==> src/rtl/alu_core.sv <==
// ============================================================================
// alu_core : registered WIDTH-bit ALU, one-cycle latency from op/A/B to R.
// Optional macro ALU_FLAGS_EN adds the registered {N,Z,V,C} flags port.
// Revision: 1.0
// ============================================================================
`default_nettype none

module alu_core #(
    parameter int WIDTH = 8
) (
    input  logic             clk,
    input  logic             rst_n,
    input  logic [WIDTH-1:0] A,
    input  logic [WIDTH-1:0] B,
    input  logic [2:0]       op,
`ifdef ALU_FLAGS_EN
    output logic [3:0]       flags,
`endif
    output logic [WIDTH-1:0] R
);

    localparam logic [2:0] c_OP_ADD = 3'b000;
    localparam logic [2:0] c_OP_NOT = 3'b001;
    localparam logic [2:0] c_OP_SUB = 3'b010;
    localparam logic [2:0] c_OP_OR  = 3'b011;
    localparam logic [2:0] c_OP_XOR = 3'b100;
    localparam logic [2:0] c_OP_AND = 3'b101;
    localparam logic [2:0] c_OP_SHL = 3'b110;
    localparam logic [2:0] c_OP_SHR = 3'b111;

    logic [WIDTH-1:0] r_result_q;
    logic [WIDTH-1:0] w_result_d;

    always_comb begin
        w_result_d = '0;
        case (op)
            c_OP_ADD: w_result_d = A + B;
            c_OP_NOT: w_result_d = ~A;
            c_OP_SUB: w_result_d = A - B;
            c_OP_OR:  w_result_d = A | B;
            c_OP_XOR: w_result_d = A ^ B;
            c_OP_AND: w_result_d = A & B;
            c_OP_SHL: w_result_d = {A[WIDTH-2:0], 1'b0};
            c_OP_SHR: w_result_d = {1'b0, A[WIDTH-1:1]};
            default:  w_result_d = '0;
        endcase
    end

    always_ff @(posedge clk or negedge rst_n) begin
        if (!rst_n) begin
            r_result_q <= '0;
        end else begin
            r_result_q <= w_result_d;
        end
    end

    assign R = r_result_q;

`ifdef ALU_FLAGS_EN
    logic [3:0]     r_flags_q;
    logic [3:0]     w_flags_d;
    logic [WIDTH:0] w_sum;
    logic [WIDTH:0] w_diff;
    logic           w_n;
    logic           w_z;
    logic           w_v;
    logic           w_c;

    // Extended-width add/sub expose carry and borrow in the top bit.
    assign w_sum  = {1'b0, A} + {1'b0, B};
    assign w_diff = {1'b0, A} - {1'b0, B};

    always_comb begin
        w_n = w_result_d[WIDTH-1];
        w_z = (w_result_d == '0);
        w_v = 1'b0;
        w_c = 1'b0;
        case (op)
            c_OP_ADD: begin
                w_c = w_sum[WIDTH];
                w_v = (A[WIDTH-1] == B[WIDTH-1]) && (w_result_d[WIDTH-1] != A[WIDTH-1]);
            end
            c_OP_SUB: begin
                w_c = w_diff[WIDTH];
                w_v = (A[WIDTH-1] != B[WIDTH-1]) && (w_result_d[WIDTH-1] != A[WIDTH-1]);
            end
            c_OP_SHL: w_c = A[WIDTH-1];
            c_OP_SHR: w_c = A[0];
            default: begin
                w_c = 1'b0;
                w_v = 1'b0;
            end
        endcase
        w_flags_d = {w_n, w_z, w_v, w_c};
    end

    always_ff @(posedge clk or negedge rst_n) begin
        if (!rst_n) begin
            r_flags_q <= '0;
        end else begin
            r_flags_q <= w_flags_d;
        end
    end

    assign flags = r_flags_q;
`endif

endmodule

`default_nettype wire

==> config.mk <==
export PLATFORM = sky130hd
export DESIGN_NAME = alu_core
export DESIGN_NICKNAME = d
export VERILOG_FILES = /design/src/rtl/alu_core.sv
export SDC_FILE = /design/constraint.sdc
export NUM_CORES = 1
export LEC_CHECK = 0
export CORE_MARGIN = 4
export CORE_UTILIZATION = 35
export CTS_CLUSTER_DIAMETER = 50
export CTS_CLUSTER_SIZE = 20
export DETAILED_ROUTE_END_ITERATION = 6
export PLACE_DENSITY = 0.59
export SYNTH_ARGS = -nofsm -noshare
export SYNTH_HDL_FRONTEND = slang
export SYNTH_SLANG_ARGS = --single-unit
==> constraint.sdc <==
create_clock -name clk -period 0.9 [get_ports clk]
set_input_delay 0.225 -clock clk [delete_from_list [all_inputs] [get_ports clk]]
set_output_delay 0.225 -clock clk [all_outputs]
set_load 0.02 [all_outputs]
* Word level (Yosys, flattened, before mapping)
Index checks and enable logic that the tools add are counted.
** Word-level totals
- Input bits :: 21
- Word-level logic and storage cells :: 16
- Memories :: 0
- Register bits after elaboration :: 8
- Bits in latches :: 0
- Bits in writable memories :: 0
- Bits in read-only memories :: 0
** Cells by class
- Add/subtract/negate cells :: 2
- Reduce and logical (&&, ||, !) cells :: 1
- Bitwise operators :: 4
- Equal/unequal tests :: 7
- $mul :: 0
- Multiplexer cells :: 1
- Div/mod/pow operators :: 0
- Shift-type cells :: 0
- Order comparisons :: 0
** Operators by type and width (count)
- case mux 8 bit (8 select lines) :: 1
- equality test 3 bit, second input constant :: 4
- adder 8 bit :: 1
- bitwise AND 8 bit :: 1
- inverter 8 bit :: 1
- bitwise OR 8 bit :: 1
- subtractor 8 bit :: 1
- bitwise XOR 8 bit :: 1
- equality test 3 x 2 -> 1 bit, second input constant :: 2
- equality test 3 x 1 -> 1 bit, second input constant :: 1
- zero test 3 bit :: 1

* Depth between registers and ports, before layout
- Depth in word-level cells :: 2
- Gate-level depth with buffers :: 10

* Least setup slack after synthesis
Ideal clock, no wire load.
- Path type :: input to register
- From :: input op[0]
- To :: register r_result_q[4] (netlist: R[4])
- Stages on the path :: 9
- Path buffers :: 1
- Slack :: -1.291 ns
- Required time :: 0.775 ns
- Data arrival time :: 2.066 ns
- Path through :: buf_4 -> nor3b_4 -> mux2i_1 -> fa_1 -> a21o_1 -> a21oi_1 -> xnor2_1 -> o21ai_0 -> mux2_2
** On the way
- Word-level cells in the longest chain between the ends :: 2
- Elaborated cells between the ends (all ways) :: 9
- Classes of those cells :: eq/ne (7); mux (1); reduce/logical (1)
** Ends and longest elaborated chain
- start, declared :: line 15 : input logic [2:0] op,
- equality test 3 bit (tied with other cells) :: line 36 : case (op)
- case mux 8 bit (8 select lines) * :: line 36
- net w_result_d[4] :: line 32 : logic [WIDTH-1:0] w_result_d;
- end signal, assigned :: line 53 : r_result_q <= w_result_d;
- end, declared :: line 31 : logic [WIDTH-1:0] r_result_q;
The timed path passes the listed nets; every way through them passes the cells marked *.

* Worst setup path after layout
- From :: input op[0]
- To :: register r_result_q[6] (netlist: R[6])
Same word-level chain as after synthesis.

==> impl_metrics.py <==
metrics = {
    "outcome": {
        "status": "complete, but fails checks",
        "violations": "setup timing",
    },
    "drt": {
        "ant_nets": 0,
        "detail_route.wl_per_cell_um": 15.52,
        "first_pass_iters": 4,
        "drc": 0,
        "drt-initial-drc-count": 124,
        "viasPerCell": 5.226,
        "num_vias": 1479,
        "drt-total-wl_um": 4391,
    },
    "layout": {
        "largest_reg_flops": 8,
        "regArea_um2": 200.2,
        "diodes": 0,
        "fin_nets": 283,
        "final_common_cell": "buf_4",
        "layout_common_cells": "buf_4, buf_6, ha_1, inv_1",
        "syn_to_final_growth_pct": 68.26,
        "fillers": 321,
        "multi_input_area_um2": 1231,
        "drive_gt1_share_pct": 48.94,
    },
    "logic_synthesis": {
        "yosysSeqAreaShare_pct": 14.47,
        "syn_nets": 205,
        "ys.warnings.count": 0,
        "synth_cell_types": 41,
        "synthesis.area_um2": 1384,
        "ys_ff_latch": 8,
        "synth_area_per_cell_um2": 8.703,
        "syn_inst": 159,
    },
    "timing": {
        "worst_slack_ns": -1.058,
        "tns_ns": -7.296,
        "fin_crit_sh_pct": 217.6,
        "slew_headroom_pct": 73.39,
        "max_freq_mhz": 510.6,
        "worst_pin_slew_ns": 0.3979,
        "finalCriticalPeriod_ns": 1.958,
        "rsz0062_at_grt": "yes",
        "finalSetupViolCount": 16,
        "slew_viol_final": 0,
        "hold_violations": 0,
    },
    "floorplanning": {
        "start_util_pct": 36.97,
        "die_w_um": 70.88,
        "die_h_um": 70.88,
        "fp-row-count": 22,
        "core_area_um2": 3744,
        "dieArea_um2": 5024,
        "io-pin-count": 29,
    },
    "job": {
        "drv_cap": 0,
    },
    "clock_tree": {
        "cts.sinks": 8,
        "clockBufferDepth": 2,
        "cts_hold_buffers": 0,
        "cts_made_buffers": 3,
        "clk_pin_slew_ns": 0.05,
        "htreeDepth": 1,
        "cts_root_buffer": "clkbuf_8",
        "cts_tree": "yes",
    },
    "place": {
        "dp_slack_ns": -1.856,
        "gp_congestion": 0.9329,
        "hpwl_um": 3180,
        "numPortBuffers": 28,
    },
    "grt": {
        "grt_use_met2_pct": 32.85,
        "overflow": 0,
        "grt_pass1_vias": 1515,
        "met1_usage_pct": 20.10,
        "grt_pass1_wl_um": 7169,
        "grt.busiest_layer": "met2",
        "antenna_found_initial": 0,
        "grt_max_degree": 26,
        "grtUsageTotal_pct": 17.91,
        "grtUsageMet3_pct": 3.551,
    },
    "worst_setup_path": {
        "crit_type": "in2reg",
        "worstSetupStartpointType": "primary input",
        "path_max_fanout": 5,
        "crit_path_end_kind": "register",
        "arrival_ns": 2.09,
        "cp.required_ns": 1.04,
    },
    "pwr": {
        "ir_drop_uv": 394.0,
        "powerDensity_nw_per_um2": 1024,
        "p_leak_nw": 1.125,
    },
    "min_path": {
        "hold_class": "in2async",
    },
}
cell usage after synthesis:
cell       count  area share, %
mux2_2         2            1.6
xnor2_2        1            1.2
fa_1           1            1.4
nor4b_1        1           0.63
mux2i_1       10            7.2
o2bb2ai_1      1           0.63
nand4b_1       1           0.63
o21bai_1       1           0.54
a22oi_1        1           0.54
o21a_1         1           0.54
ha_1          24             22
a21o_1         3            1.6
dfrtp_1        8             14
nand3b_1       2            1.1
a31o_2         1           0.63
nor2_1         5            1.4
a211oi_1       1           0.54
inv_1         22            6.0
a221oi_2       1            1.1
xor2_1         3            1.9
a31oi_1        4            1.8
nor3b_4        1            1.4
clkbuf_1       2           0.54
xnor2_1        8            5.1
and4_1         1           0.63
buf_2          4            1.4
o211ai_1       3            1.6
nor2b_1        2           0.90
nor3b_1        1           0.54
a31oi_2        1           0.90
nor3_2         1           0.72
buf_6          1           0.81
a21oi_1        8            2.9
nand2_1       10            2.7
nand3_1        3            1.1
buf_4          1           0.54
o21ai_0       11            4.0
nor3_1         1           0.36
mux4_2         3            4.9
a311oi_1       2            1.3
or2b_1         1           0.54
layout make-up:
cell class	instances	area share, %
multi-input combinational	121	52.87
timing repair buffer	81	29.66
clock buffer	3	1.773
inverter	22	4.514
sequential	8	8.598
tap	48	2.579
final timing paths:
kind                       startpoint    to  slack [ns]  cells past startpoint
worst max-delay path            op[0]  R[6]       -1.06                     11
min in group clk                op[2]  R[7]        0.44                      3
worst min-delay path            rst_n  R[2]        0.27                      1
max in group asynchronous       rst_n  R[5]        0.34                      1
critical path, stage by stage:
cell	delay, ns
buf_6	0.10
nor3b_4	0.18
buf_6	0.18
mux2i_2	0.29
fa_2	0.26
a21o_1	0.15
a21oi_2	0.07
buf_4	0.13
o21bai_1	0.20
nand4b_1	0.16
o211ai_1	0.14
logic make-up (layout without fill, tap and decap cells):
| logic type | after synthesis | in the layout | synth area share (%) |
|---|---|---|---|
| adders and majority gates | 25 | 25 | 23.15 |
| DFF | 8 | 8 | 14.47 |
| xor gates and xnor gates | 12 | 12 | 8.138 |
| and+or+nand+nor | 30 | 30 | 12.57 |
| buffers and inverters | 30 | 106 | 9.313 |
| AOI/OAI and AO/OA | 39 | 39 | 18.63 |
| muxes | 15 | 15 | 13.74 |
where the power goes:
part / total, mW / internal, mW / switching, mW / leakage [nW]
sequential: 0.446 / 0.418 / 0.0277 / 0.0937
clock: 0.464 / 0.292 / 0.172 / 0.0216
combinational: 1.47 / 0.791 / 0.682 / 1.01
metrics by stage:
stage               std cells  util (%)  area [µm²]  power [mW]  hold slack [ns]
global placement          268     54.24        2031       1.604           0.5323
detailed placement        268     54.24        2031       1.655           0.5361
CTS                       277     60.26        2256       2.273           0.2809
finish                    283     62.20        2328       2.383           0.2737
floorplan                 159         -        1436       1.095         -0.07059
global route              283     62.20        2328       2.515           0.3117
metal layers:
metal	part of all wire [%]	wire length, µm
met3	5.9	257
met1	38	1688
met4	2.2	95
met2	54	2351
met5	0	0
timing repair:
item | CTS | global route
resized for setup | 125 | 10
cloned | 0 | 0
pin swaps | 33 | 22
setup endpoints to repair | 16 | 16
buffers inserted | 6 | 7
Power figures use the tool's default switching activity.
